--- config.mk ---
export PLATFORM = sky130hd
export DESIGN_NAME = morse_char_sequencer
export DESIGN_NICKNAME = d
export VERILOG_FILES = /design/src/rtl/morse_pkg.sv /design/src/rtl/morse_gap_timer.sv /design/src/rtl/morse_char_sequencer.sv
export SDC_FILE = /design/constraint.sdc
export NUM_CORES = 1
export LEC_CHECK = 0
export CAP_MARGIN = 20
export CORE_UTILIZATION = 56
export DETAILED_ROUTE_END_ITERATION = 8
export HOLD_SLACK_MARGIN = 0.12
export PLACE_DENSITY = 0.91
export SLEW_MARGIN = 20
export SYNTH_ARGS = -nofsm -noshare
export SYNTH_HDL_FRONTEND = slang
export SYNTH_SLANG_ARGS = --single-unit
--- constraint.sdc ---
create_clock -name clk -period 3.3 [get_ports clk]
set_input_delay 0.66 -clock clk [delete_from_list [all_inputs] [get_ports clk]]
set_output_delay 0.66 -clock clk [all_outputs]
set_load 0.02 [all_outputs]
--- src/rtl/morse_pkg.sv ---
// morse_pkg: shared state, error-code and sizing definitions for the Morse character sequencer
package morse_pkg;
    typedef enum logic [1:0] {IDLE, COLLECT, DISCARD} seq_state_t;
    localparam logic [1:0] ERR_NONE = 2'd0;
    localparam logic [1:0] ERR_OVF  = 2'd1;
    localparam logic [1:0] ERR_TMO  = 2'd2;
    localparam logic [1:0] ERR_COL  = 2'd3;
    localparam int DEF_MAX_SYM = 5;
endpackage

--- src/rtl/morse_gap_timer.sv ---
// morse_gap_timer: counts idle cycles while enabled and flags the cycle the gap reaches TIMEOUT
module morse_gap_timer #(
    parameter int TIMEOUT = 64,
    parameter int TMR_W   = 7
) (
    input  logic clk,
    input  logic rst,
    input  logic clr,
    input  logic en,
    output logic expired
);
    logic [TMR_W-1:0] cnt;
    assign expired = en && !clr && cnt == TMR_W'(TIMEOUT - 1);
    always_ff @(posedge clk) begin
        if (rst)
            cnt <= '0;
        else
            cnt <= (clr || !en) ? '0 : cnt + TMR_W'(1);
    end
endmodule

--- src/rtl/morse_char_sequencer.sv ---
// morse_char_sequencer: packs dot/dash pulses into a Morse character presented on valid/ready
module morse_char_sequencer
    import morse_pkg::*;
#(
    parameter int MAX_SYM = DEF_MAX_SYM,
    parameter int TIMEOUT = 64,
    parameter int TMR_W   = 7
) (
    input  logic               clk,
    input  logic               rst,
    input  logic               dot_is,
    input  logic               dash_is,
    input  logic               space_is,
    input  logic               char_ready,
    output logic               char_valid,
    output logic [MAX_SYM-1:0] char_pattern,
    output logic [2:0]         char_len,
    output logic               busy,
    output logic               err,
    output logic [1:0]         err_code,
    output logic               overrun
);
    seq_state_t         state;
    logic [MAX_SYM-1:0] sr;
    logic [2:0]         len;
    logic               sym, col, expired, complete;
    assign sym      = dot_is | dash_is;
    assign col      = (dot_is & dash_is) | (space_is & sym);
    assign busy     = state == COLLECT;
    assign complete = busy && space_is && !col;
    morse_gap_timer #(.TIMEOUT(TIMEOUT), .TMR_W(TMR_W)) u_timer (
        .clk     (clk),
        .rst     (rst),
        .clr     (sym | space_is),
        .en      (busy),
        .expired (expired)
    );
    always_ff @(posedge clk) begin
        if (rst) begin
            state        <= IDLE;
            sr           <= '0;
            len          <= '0;
            err          <= 1'b0;
            err_code     <= ERR_NONE;
            char_valid   <= 1'b0;
            char_pattern <= '0;
            char_len     <= '0;
            overrun      <= 1'b0;
        end else begin
            err      <= 1'b0;
            err_code <= ERR_NONE;
            if (col) begin
                err      <= 1'b1;
                err_code <= ERR_COL;
                sr       <= '0;
                len      <= '0;
                state    <= DISCARD;
            end else begin
                case (state)
                    IDLE: if (sym) begin
                        sr    <= MAX_SYM'(dash_is);
                        len   <= 3'd1;
                        state <= COLLECT;
                    end
                    COLLECT: if (sym && len == 3'(MAX_SYM)) begin
                        err      <= 1'b1;
                        err_code <= ERR_OVF;
                        sr       <= '0;
                        len      <= '0;
                        state    <= DISCARD;
                    end else if (sym) begin
                        sr[len] <= dash_is;
                        len     <= len + 3'd1;
                    end else if (space_is || expired) begin
                        err      <= expired;
                        err_code <= expired ? ERR_TMO : ERR_NONE;
                        sr       <= '0;
                        len      <= '0;
                        state    <= IDLE;
                    end
                    DISCARD: if (space_is) state <= IDLE;
                    default: state <= IDLE;
                endcase
            end
            if (complete && (!char_valid || char_ready)) begin
                char_valid   <= 1'b1;
                char_pattern <= sr;
                char_len     <= len;
            end else if (complete) begin
                overrun <= 1'b1;
            end else if (char_valid && char_ready) begin
                char_valid <= 1'b0;
            end
        end
    end
endmodule
Word level (Yosys, flattened, before mapping) --
Cells that the tools add are included. W data, S select, Z words.
Word-level totals: register bits after elaboration 30, input port bits 6
Cells by class: order comparisons 2, reductions and logical operators 25, bitwise logic cells 6, $add $sub $neg 2, multiplexer cells 34, equal/unequal tests 14
Operator list (number):
- $mux W2 | 12
- $mux W5 | 4
- $mux W3 | 4
- $pmux W5 S2 | 1
- $mux W1 | 9
- $logic_and A1 B1 Y1 | 8
- $ne A4 B1 Y1 const B | 2
- $reduce_and A4 Y1 | 2
- $add A7 B1 Y7 const B | 1
- $eq A7 B6 Y1 const B | 1
- $ne A3 B3 Y1 const B | 2
- $pmux W2 S3 | 1
- $pmux W3 S2 | 1
- $bwmux W5 | 1
- $logic_not A1 Y1 | 4
- $lt A3 B4 Y1 const B | 1
- $ne A2 B2 Y1 const B | 2
- $ne A4 B2 Y1 const B | 1
- $reduce_and A2 Y1 | 2
- $reduce_bool A2 Y1 | 2
- $reduce_or A2 Y1 | 2
- $add A3 B1 Y3 const B | 1
- $demux W1 S3 | 1
- $eq A3 B3 Y1 const B | 1
- 12 further kinds | 17

Depth between registers and ports, before layout --
Gate-level depths: netlist of run 1.
depth in word-level cells 11, depth in mapped cells 7, depth with buffers taken out 6

Modules after synthesis --
Synthesis of run 1 repeated with hierarchy kept, for this count alone.
Second synthesis, totals: cells, all modules 160, area, all modules 1442.6 µm²
By module, submodules not included:
- morse_char_sequencer | cells an instance 129, seq. area each 460.4 µm², area an instance 1163.6 µm², instances 1
- morse_gap_timer | cells an instance 31, seq. area each 140.1 µm², area an instance 279.0 µm², instances 1

Worst setup path before layout of run 1 --
No wires, ideal clock.
path kind input -> register, start input space_is, end register sr[3], setup time 0.073 ns, cell stages on the path 6, arrival time 1.951 ns, setup slack 1.276 ns, buffers on the path 2, cell sequence buf_6 > maj3_2 > or2_1 > buf_2 > or4_4 > o211ai_2
On the way: cells in the longest elaborated chain, start to end 7
Ends and longest elaborated chain:
- from (decl) | line morse_char_sequencer.sv:13 | input logic space_is,
- $or A1 B1 Y1 | line morse_char_sequencer.sv:34 | .clr (sym | space_is),
- $logic_not A1 Y1 | line morse_gap_timer.sv:13 | assign expired = en && !clr && cnt == TMR_W'(TIMEOUT - 1);
- $logic_and A1 B1 Y1 (2 in a row) | line morse_gap_timer.sv:13
- $logic_or A1 B1 Y1 | line morse_char_sequencer.sv:74 | end else if (space_is || expired) begin
- $ne A4 B1 Y1 (no line)
- $reduce_and A3 Y1 (no line)
- to (signal assigned) | line morse_char_sequencer.sv:61 | sr <= MAX_SYM'(dash_is);
- to (signal, indexed assignment) | line morse_char_sequencer.sv:72 | sr[len] <= dash_is;
- to (decl) | line morse_char_sequencer.sv:24 | logic [MAX_SYM-1:0] sr;
Parallel ways exist; a longest one is shown, timed or not. A chain may end at the register's enable or synchronous reset.

Worst setup path in the final report of run 1 --
start register state[1], end output busy
On the way: cells in the longest elaborated chain, start to end 1
Ends and longest elaborated chain:
- from (decl) | line morse_char_sequencer.sv:23 | seq_state_t state;
- from (signal assigned) | line morse_char_sequencer.sv:40 | state <= IDLE;
- from (signal assigned) | line morse_char_sequencer.sv:57 | state <= DISCARD;
- from (signal assigned) | line morse_char_sequencer.sv:63 | state <= COLLECT;
- $eq A2 B1 Y1 | line morse_char_sequencer.sv:29 | assign busy = state == COLLECT;
- to (decl) | line morse_char_sequencer.sv:18 | output logic busy,
Every way passes these cells.

==> results of run 1 <==
-- worst max-delay path: stages (launching register included) --
cell	delay, ns
dfxtp_1	0.37
nand2b_1	0.24
inv_2	0.12
clkdlybuf4s50_1	0.61
-- cell families (layout without fill, tap and decap cells) --
logic type | after synthesis | count (layout) | share of synthesized area [%]
xor+xnor | 4 | 4 | 2.63
compound gates | 27 | 27 | 13.8
simple gates | 61 | 61 | 22.9
mux | 11 | 11 | 8.26
buf+inv | 11 | 32 | 3.75
fa+ha+maj | 4 | 4 | 3.66
flops | 30 | 30 | 45.0
-- state kept, by name (all words and copies together) (netlist names) --
signal / cells
u_timer.cnt: 7
char_pattern: 5
sr: 5
char_len: 3
len: 3
err_code: 2
state: 2
char_valid: 1
err: 1
overrun: 1
-- final timing paths --
check / slack, ns / end / from
worst max-delay path: 0.97 / busy / state[1]
worst max register to register: 1.50 / sr[2] / len[1]
worst min register to register: 0.44 / u_timer.cnt[0] / u_timer.cnt[0]
worst min-delay path: 0.44 / u_timer.cnt[0] / u_timer.cnt[0]
-- metal layers --
metal  up-vias  GRT usage (%)  wire (µm)
met2        27           38.7       1230
met5         -              0          0
met4         0           15.7         68
met1       504           27.6       1170
li1        567              -          -
met3        10           7.88         90
-- cells in the final DEF, fill, tap and decap left out, types with 2 or more instances in the layout --
| master | netlist | final |
|---|---|---|
| nand4_1 | 2 | 2 |
| clkdlybuf4s50_1 | 0 | 19 |
| nand2b_1 | 3 | 3 |
| nor3_1 | 2 | 2 |
| clkbuf_1 | 4 | 2 |
| o21ai_0 | 3 | 3 |
| mux2i_1 | 11 | 11 |
| or4_1 | 2 | 2 |
| nand3_1 | 5 | 5 |
| clkbuf_4 | 0 | 5 |
| a21oi_1 | 10 | 10 |
| a211oi_1 | 3 | 3 |
| nand2_1 | 10 | 10 |
| nor2b_1 | 2 | 2 |
| nor3b_1 | 2 | 2 |
| or2_1 | 3 | 3 |
| ha_1 | 3 | 3 |
| and3_1 | 4 | 4 |
| dfxtp_1 | 30 | 30 |
| nor2_1 | 22 | 22 |
| inv_1 | 4 | 4 |
| xnor2_1 | 3 | 3 |
-- metrics by stage --
stage                     utilization, %  std cells  hold WS (ns)  setup slack [ns]
after floorplan                        -        148         0.413              1.28
after global placement              68.7        190         0.425             0.802
after detailed placement            68.7        190         0.431             0.761
after CTS                           70.8        197         0.448             0.985
after global routing                70.8        197         0.474             0.902
final                               70.8        197         0.444             0.974
-- power breakdown --
| part | internal (mW) | switching, mW |
|---|---|---|
| clock | 0.0801 | 0.111 |
| combinational | 0.0260 | 0.0345 |
| sequential | 0.368 | 0.00667 |
| total | 0.474 | 0.152 |
-- final cells by class --
type | instances | area share, %
Clock buffer | 7 | 2.85
Timing Repair Buffer | 20 | 12.5
Tap cell | 28 | 2.22
Inverter | 5 | 1.19
Sequential cell | 30 | 38.0
Multi-Input combinational cell | 107 | 43.2
==> impl_metrics.env, run 1 <==
export IMPL_status="completed"
export IMPL_ant_nets=0
export IMPL_fin_worst_skew_ns=0.00730
export IMPL_layout_min_cycle_time_ns=2.33
export IMPL_worstMarginPinSlew_ns=0.568
export IMPL_synth_area_top_cells="dfxtp_1, mux2i_1, nor2_1, a21oi_1, ha_1"
export IMPL_synthCells=148
export IMPL_viasPerCell=5.62
export IMPL_crit_path_end_kind="output pin"
export IMPL_rsz0062_at_grt="false"
export IMPL_fin_area_um2=1580
export IMPL_ctsResizeCount=0
export IMPL_cts_tree="done"
export IMPL_slew_violations=0
export IMPL_pin_count=20
export IMPL_syn_area_um2=1330
export IMPL_num_antenna_cells=0
export IMPL_total_power_mw=0.626
export IMPL_yosysMostFrequentCell="dfxtp_1"
export IMPL_grt_usage_pct=24.3
export IMPL_worstPathRequired_ns=2.64
export IMPL_drive_gt1_share_pct=6.51
export IMPL_die_y_um=50.8
export IMPL_criticalPathCategory="reg2out"
export IMPL_synthTopCellsByCount="dfxtp_1, nor2_1, mux2i_1"
export IMPL_ir_worst_vdd_mv=0.384
export IMPL_hpwl_mm=1.92
export IMPL_synth_main_ff_cell="dfxtp_1"
export IMPL_clk_pin_slew_ns=0.09
export IMPL_nFillCells=179
export IMPL_avgSynthCellArea_um2=9.01
export IMPL_crit_fanout=6
export IMPL_core_area_um2=2230
export IMPL_grt_max_degree=13
export IMPL_postCtsHoldBufs=0
export IMPL_insertion_delay_ns=0.32
export IMPL_synth_cell_types=40
export IMPL_synth_seq_cells=30
export IMPL_maxCapViolations=0
export IMPL_p_leak_nw=0.637
export IMPL_critPathArrivalTime_ns=1.67
export IMPL_fin_tns_setup_ns=0
export IMPL_vias=1108
export IMPL_gp_congestion=0.874
export IMPL_ctsRootBufferMaster="clkbuf_4"
export IMPL_synth_top_area_share_pct=45.0
export IMPL_finalWirelength_mm=2.55
export IMPL_yosysTopAreaCell="dfxtp_1"
export IMPL_die_x_um=50.8
export IMPL_initial_utilization_pct=59.7
export IMPL_cts_buffers=5
export IMPL_multi_input_area_um2=683
export IMPL_min_path_cells=1
export IMPL_clock_sinks=30
export IMPL_r2r_cells=6
export IMPL_register_area_um2=601
export IMPL_drt_iter0_drc=34
export IMPL_cts_setup_buffers=0
export IMPL_grt_pass1_vias=1071
export IMPL_drc=0
export IMPL_synth_seq_area_share_pct=45.0
export IMPL_max_slew_margin_pct=62.0
export IMPL_die_area_um2=2580
export IMPL_start_kind="flop"
export IMPL_io_buffers=19
export IMPL_routedWlPerCell_um=13.0
export IMPL_area_growth_pct=18.5
export IMPL_hold_viol_final=0
export IMPL_hp_class="reg2reg"
export IMPL_placed_cell_area_um2=1540
export IMPL_antenna_found_initial=0
export IMPL_nets=178
export IMPL_max_clock_path_buffers=2
export IMPL_syn_nets=157
export IMPL_synth_edf_count=0
export IMPL_grt_overflow=0
export IMPL_finalSetupViolations=0
export IMPL_grt_pass1_wl_mm=4.55
export IMPL_rows=17
export IMPL_cts_max_level=2
export IMPL_period_share_pct=70.5
export IMPL_drt_first_pass_iters=4
export IMPL_ys_async_sr_fraction_pct=0
export IMPL_max_freq_mhz=430
export IMPL_yosys_warnings=0
export IMPL_power_density_nw_per_um2=396
(Power assumes the default switching activity.)
==> run 2, diff against run 1 <==
--- a/config.mk
+++ b/config.mk
@@ -6,10 +6,10 @@
 export NUM_CORES = 1
 export LEC_CHECK = 0
 export CAP_MARGIN = 20
-export CORE_UTILIZATION = 56
+export CORE_UTILIZATION = 47
 export DETAILED_ROUTE_END_ITERATION = 8
 export HOLD_SLACK_MARGIN = 0.12
-export PLACE_DENSITY = 0.91
+export PLACE_DENSITY = 0.83
 export SLEW_MARGIN = 20
 export SYNTH_ARGS = -nofsm -noshare
 export SYNTH_HDL_FRONTEND = slang
==> constraint.sdc (replaced) <==
create_clock -name clk -period 1.9 [get_ports clk]
set_input_delay 0.38 -clock clk [delete_from_list [all_inputs] [get_ports clk]]
set_output_delay 0.38 -clock clk [all_outputs]
set_load 0.02 [all_outputs]
==> run 2 against run 1 <==
Against the previous run: die area up 18%; hold slack better by 0.0018 ns; setup slack worse by 0.88 ns; wire length up 15%; via count up 6.8%; register-to-register slack worse by 1.3 ns; non-clock buffer count up 11; clock power up 79%; first-iteration DRC count up 79%; critical endpoint unchanged; largest cell class unchanged; highest routed layer unchanged.
==> impl_metrics.env, run 2 (synthesis results as in run 1) <==
export IMPL_rows=18
export IMPL_worstMarginPinSlew_ns=0.424
export IMPL_ant_nets=0
export IMPL_criticalPathCategory="reg2out"
export IMPL_die_y_um=55.3
export IMPL_crit_path_end_kind="output pin"
export IMPL_final_common_cell="dfxtp_1"
export IMPL_num_antenna_cells=0
export IMPL_start_kind="flop"
export IMPL_max_clock_path_buffers=2
export IMPL_register_area_um2=601
export IMPL_ctsRootBufferMaster="clkbuf_4"
export IMPL_fin_area_um2=1670
export IMPL_maxCapViolations=0
export IMPL_layout_common_cells="dfxtp_1, nor2_1, clkdlybuf4s50_1, buf_4, mux2i_1"
export IMPL_layout_min_cycle_time_ns=1.80
export IMPL_area_growth_pct=25.0
export IMPL_hp_class="reg2reg"
export IMPL_drive_gt1_share_pct=13.3
export IMPL_io_buffers=19
export IMPL_placed_cell_area_um2=1620
export IMPL_antenna_found_initial=0
export IMPL_worstPathRequired_ns=1.52
export IMPL_clock_sinks=30
export IMPL_ir_worst_vdd_mv=0.690
export IMPL_nets=189
export IMPL_drc=0
export IMPL_slew_violations=0
export IMPL_cts_buffers=5
export IMPL_cts_max_level=2
export IMPL_initial_utilization_pct=51.9
export IMPL_grt_pass1_vias=1138
export IMPL_viasPerCell=5.63
export IMPL_grt_overflow=0
export IMPL_finalWirelength_mm=2.94
export IMPL_p_leak_nw=0.693
export IMPL_pin_count=20
export IMPL_drt_iter0_drc=61
export IMPL_cts_setup_buffers=0
export IMPL_max_freq_mhz=555
export IMPL_reg_top3="u_timer.cnt x7, char_pattern x5, sr x5"
export IMPL_largest_reg_flops=7
export IMPL_hpwl_mm=2.21
export IMPL_largest_register="u_timer.cnt"
export IMPL_finalSetupViolations=0
export IMPL_crit_fanout=6
export IMPL_core_area_um2=2570
export IMPL_multi_input_area_um2=687
export IMPL_fin_worst_skew_ns=0.00327
export IMPL_max_slew_margin_pct=71.6
export IMPL_vias=1183
export IMPL_power_density_nw_per_um2=671
export IMPL_die_area_um2=3050
export IMPL_status="completed"
export IMPL_cts_tree="done"
export IMPL_clk_pin_slew_ns=0.09
export IMPL_hold_viol_final=0
export IMPL_grt_max_degree=12
export IMPL_gp_congestion=0.940
export IMPL_critPathArrivalTime_ns=1.42
export IMPL_grt_usage_pct=20.2
export IMPL_grt_pass1_wl_mm=4.83
export IMPL_postCtsHoldBufs=0
export IMPL_drt_first_pass_iters=4
export IMPL_insertion_delay_ns=0.33
export IMPL_routedWlPerCell_um=14.0
export IMPL_utilization_pct=65.0
export IMPL_nFillCells=212
export IMPL_rsz0062_at_grt="false"
export IMPL_die_x_um=55.3
export IMPL_period_share_pct=94.8
[run 2: area by class of cell]
cell class / count / share of cell area [%]
clock buffer: 7 / 2.70
inverter: 5 / 1.13
multi-input combinational: 107 / 41.2
sequential: 30 / 36.0
tap: 30 / 2.25
timing repair buffer: 31 / 16.7
[run 2: timing repair]
item,CTS,global route
pin swaps,0,0
endpoints found under the hold margin,0,0
gates resized for setup,1,2
setup endpoints to repair,1,2
[run 2: worst paths after layout]
| path | start | endpoint | slack (ns) | depth (start not counted) |
|---|---|---|---|---|
| setup / recovery | state[1] | busy | 0.1 | 3 |
| hold / removal | u_timer.cnt[0] | u_timer.cnt[0] | 0.45 | 1 |
| setup reg to reg | u_timer.cnt[0] | len[2] | 0.20 | 5 |
| hold reg to reg | u_timer.cnt[0] | u_timer.cnt[0] | 0.45 | 1 |
[run 2: through the flow]
step / hold slack, ns / TNS (ns) / setup WS, ns / total power [mW] / std cells
after floorplan: 0.413 / 0 / 0.156 / 0.732 / 148
after global placement: 0.425 / -0.117 / -0.0835 / 0.782 / 203
after detailed placement: 0.437 / -1.28 / -0.112 / 0.789 / 203
after CTS: 0.454 / 0 / 0.0637 / 1.13 / 210
after global routing: 0.472 / 0 / 0.0308 / 1.17 / 210
final: 0.446 / 0 / 0.0982 / 1.12 / 210
[run 2: metal layers]
metal	vias up	part of all wire, %	GRT usage [%]
met3	7	5.6	7.49
met4	0	1.6	8.93
li1	586	-	-
met5	-	0	0
met2	34	51	35.3
met1	556	41	21.6
[run 2: report_power, final]
group | switching (mW) | total, mW | internal [mW]
clock | 0.203 | 0.342 | 0.139
sequential | 0.0120 | 0.651 | 0.639
combinational | 0.0682 | 0.127 | 0.0584
total | 0.283 | 1.12 | 0.836
[run 2: critical path: stages (launching register included)]
cell           delay, ns
dfxtp_1             0.38
nand2b_2            0.25
inv_2               0.13
dlygate4sd2_1       0.34
==> run 3, diff against run 2 <==
--- a/config.mk
+++ b/config.mk
@@ -6,10 +6,11 @@
 export NUM_CORES = 1
 export LEC_CHECK = 0
 export CAP_MARGIN = 20
-export CORE_UTILIZATION = 47
+export CORE_UTILIZATION = 52
 export DETAILED_ROUTE_END_ITERATION = 8
 export HOLD_SLACK_MARGIN = 0.12
-export PLACE_DENSITY = 0.83
+export PLACE_DENSITY = 0.86
+export REMOVE_ABC_BUFFERS = 1
 export SLEW_MARGIN = 20
 export SYNTH_ARGS = -nofsm -noshare
 export SYNTH_HDL_FRONTEND = slang
==> constraint.sdc (replaced) <==
create_clock -name clk -period 1.8 [get_ports clk]
set_input_delay 0.36 -clock clk [delete_from_list [all_inputs] [get_ports clk]]
set_output_delay 0.36 -clock clk [all_outputs]
set_load 0.02 [all_outputs]
==> run 3 against run 2 <==
Against the previous run: combinational power is 5% higher; register-to-register slack worse by 0.03 ns; via count is 1.4% higher.
==> impl_metrics.env, run 3 (synthesis results as in run 1) <==
export IMPL_status="completed"
export IMPL_criticalPathCategory="reg2out"
export IMPL_reg_top3="u_timer.cnt x7, char_pattern x5, sr x5"
export IMPL_largest_reg_flops=7
export IMPL_ctsRootBufferMaster="clkbuf_4"
export IMPL_initial_utilization_pct=57.5
export IMPL_die_y_um=52.6
export IMPL_cts_max_level=2
export IMPL_grt_pass1_vias=1070
export IMPL_maxCapViolations=0
export IMPL_grt_max_degree=16
export IMPL_routedWlPerCell_um=13.9
export IMPL_power_density_nw_per_um2=713
export IMPL_hold_viol_final=0
export IMPL_start_kind="flop"
export IMPL_power_switching_mw=0.288
export IMPL_gp_congestion=0.934
export IMPL_clk_pin_slew_ns=0.08
export IMPL_nets=191
export IMPL_hpwl_mm=2.22
export IMPL_grt_usage_pct=25.0
export IMPL_viasPerCell=5.74
export IMPL_die_x_um=52.6
export IMPL_cts_buffers=5
export IMPL_fin_cells=209
export IMPL_ff2ff_setup_slack_ns=0.17
export IMPL_max_clock_path_buffers=2
export IMPL_grt_overflow=0
export IMPL_switching_share_pct=24.0
export IMPL_combPwrFrac_pct=11.1
export IMPL_utilization_pct=72.6
export IMPL_largest_register="u_timer.cnt"
export IMPL_pin_count=20
export IMPL_antenna_found_initial=0
export IMPL_die_area_um2=2770
export IMPL_fin_area_um2=1680
export IMPL_intPower_mw=0.912
export IMPL_placed_cell_area_um2=1630
export IMPL_vias=1200
export IMPL_rsz0062_at_grt="false"
export IMPL_io_buffers=19
export IMPL_final_common_cell="dfxtp_1"
export IMPL_max_freq_mhz=587
export IMPL_timing_rr_start="u_timer.cnt[0]"
export IMPL_power_frac_clock_pct=31.7
export IMPL_num_antenna_cells=0
export IMPL_ir_worst_vdd_mv=0.710
export IMPL_fin_worst_skew_ns=0.00529
export IMPL_finalWirelength_mm=2.92
export IMPL_finalSetupViolations=0
export IMPL_cts_tree="done"
export IMPL_max_slew_margin_pct=74.9
export IMPL_drt_iter0_drc=43
export IMPL_ant_nets=0
export IMPL_holdWs_ns=0.439
export IMPL_postCtsHoldBufs=0
export IMPL_crit_fanout=6
export IMPL_core_area_um2=2320
export IMPL_clock_sinks=30
export IMPL_drc=0
export IMPL_layout_common_cells="dfxtp_1, nor2_1, clkdlybuf4s50_1, buf_4, mux2i_1"
export IMPL_rows=17
export IMPL_crit_path_end_kind="output pin"
export IMPL_worstMarginPinSlew_ns=0.375
export IMPL_p_leak_nw=0.708
export IMPL_area_growth_pct=26.2
export IMPL_seq_power_share_pct=57.2
export IMPL_insertion_delay_ns=0.32
export IMPL_layout_min_cycle_time_ns=1.70
export IMPL_crit_start="state[1]"
export IMPL_grt_pass1_wl_mm=4.79
export IMPL_hp_start="u_timer.cnt[0]"
export IMPL_drt_first_pass_iters=4
export IMPL_hp_class="reg2reg"
export IMPL_worstPathRequired_ns=1.44
export IMPL_period_share_pct=94.7
export IMPL_drive_gt1_share_pct=13.8
export IMPL_dp_cells=203
export IMPL_critPathArrivalTime_ns=1.34
export IMPL_slew_violations=0
==> run 3: timing repair <==
| action | in CTS | in global routing |
|---|---|---|
| hold endpoints to repair | 0 | 0 |
| resized for setup | 1 | 0 |
| setup endpoints to repair | 1 | 0 |
| setup buffers | 0 | 0 |
==> run 3: cell type report <==
type	instances	area (µm²)
Fill cell	174	636
Inverter	5	18.8
Timing Repair Buffer	33	294
Clock buffer	6	51.3
Tap cell	28	35.0
Multi-Input combinational cell	107	683
Sequential cell	30	601
==> run 3: power groups by stage <==
stage | clock (mW) | combinational (mW) | sequential (mW)
floorplan | 0 | 0.0582 | 0.704
global placement | 0 | 0.127 | 0.701
detailed placement | 0 | 0.132 | 0.702
CTS | 0.394 | 0.132 | 0.686
global route | 0.430 | 0.145 | 0.689
finish | 0.381 | 0.133 | 0.686
==> run 3: final timing paths <==
path / to / cells past startpoint
setup / recovery: busy / 3
hold / removal: u_timer.cnt[0] / 1
setup reg to reg: len[2] / 6
hold reg to reg: u_timer.cnt[0] / 1
==> run 3: critical path, cell delays in order (launching register included) <==
cell	delay (ns)
dfxtp_1	0.37
nand2b_1	0.20
inv_2	0.11
dlygate4sd2_1	0.34
==> run 3: metrics by stage <==
step	power, mW	setup TNS (ns)	setup WS [ns]
finish	1.20	0	0.0959
global route	1.26	0	0.0179
CTS	1.21	0	0.100
detailed placement	0.834	-2.98	-0.211
global placement	0.828	-1.46	-0.162
floorplan	0.763	0	0.240
==> run 3: metal layers <==
metal  GRT usage [%]  wire length [µm]  up-vias
li1                -                 -      586
met1            29.4              1300      570
met2            40.3              1410       40
met3            8.70               153        4
met4            11.8                53        0
met5               0                 0        -
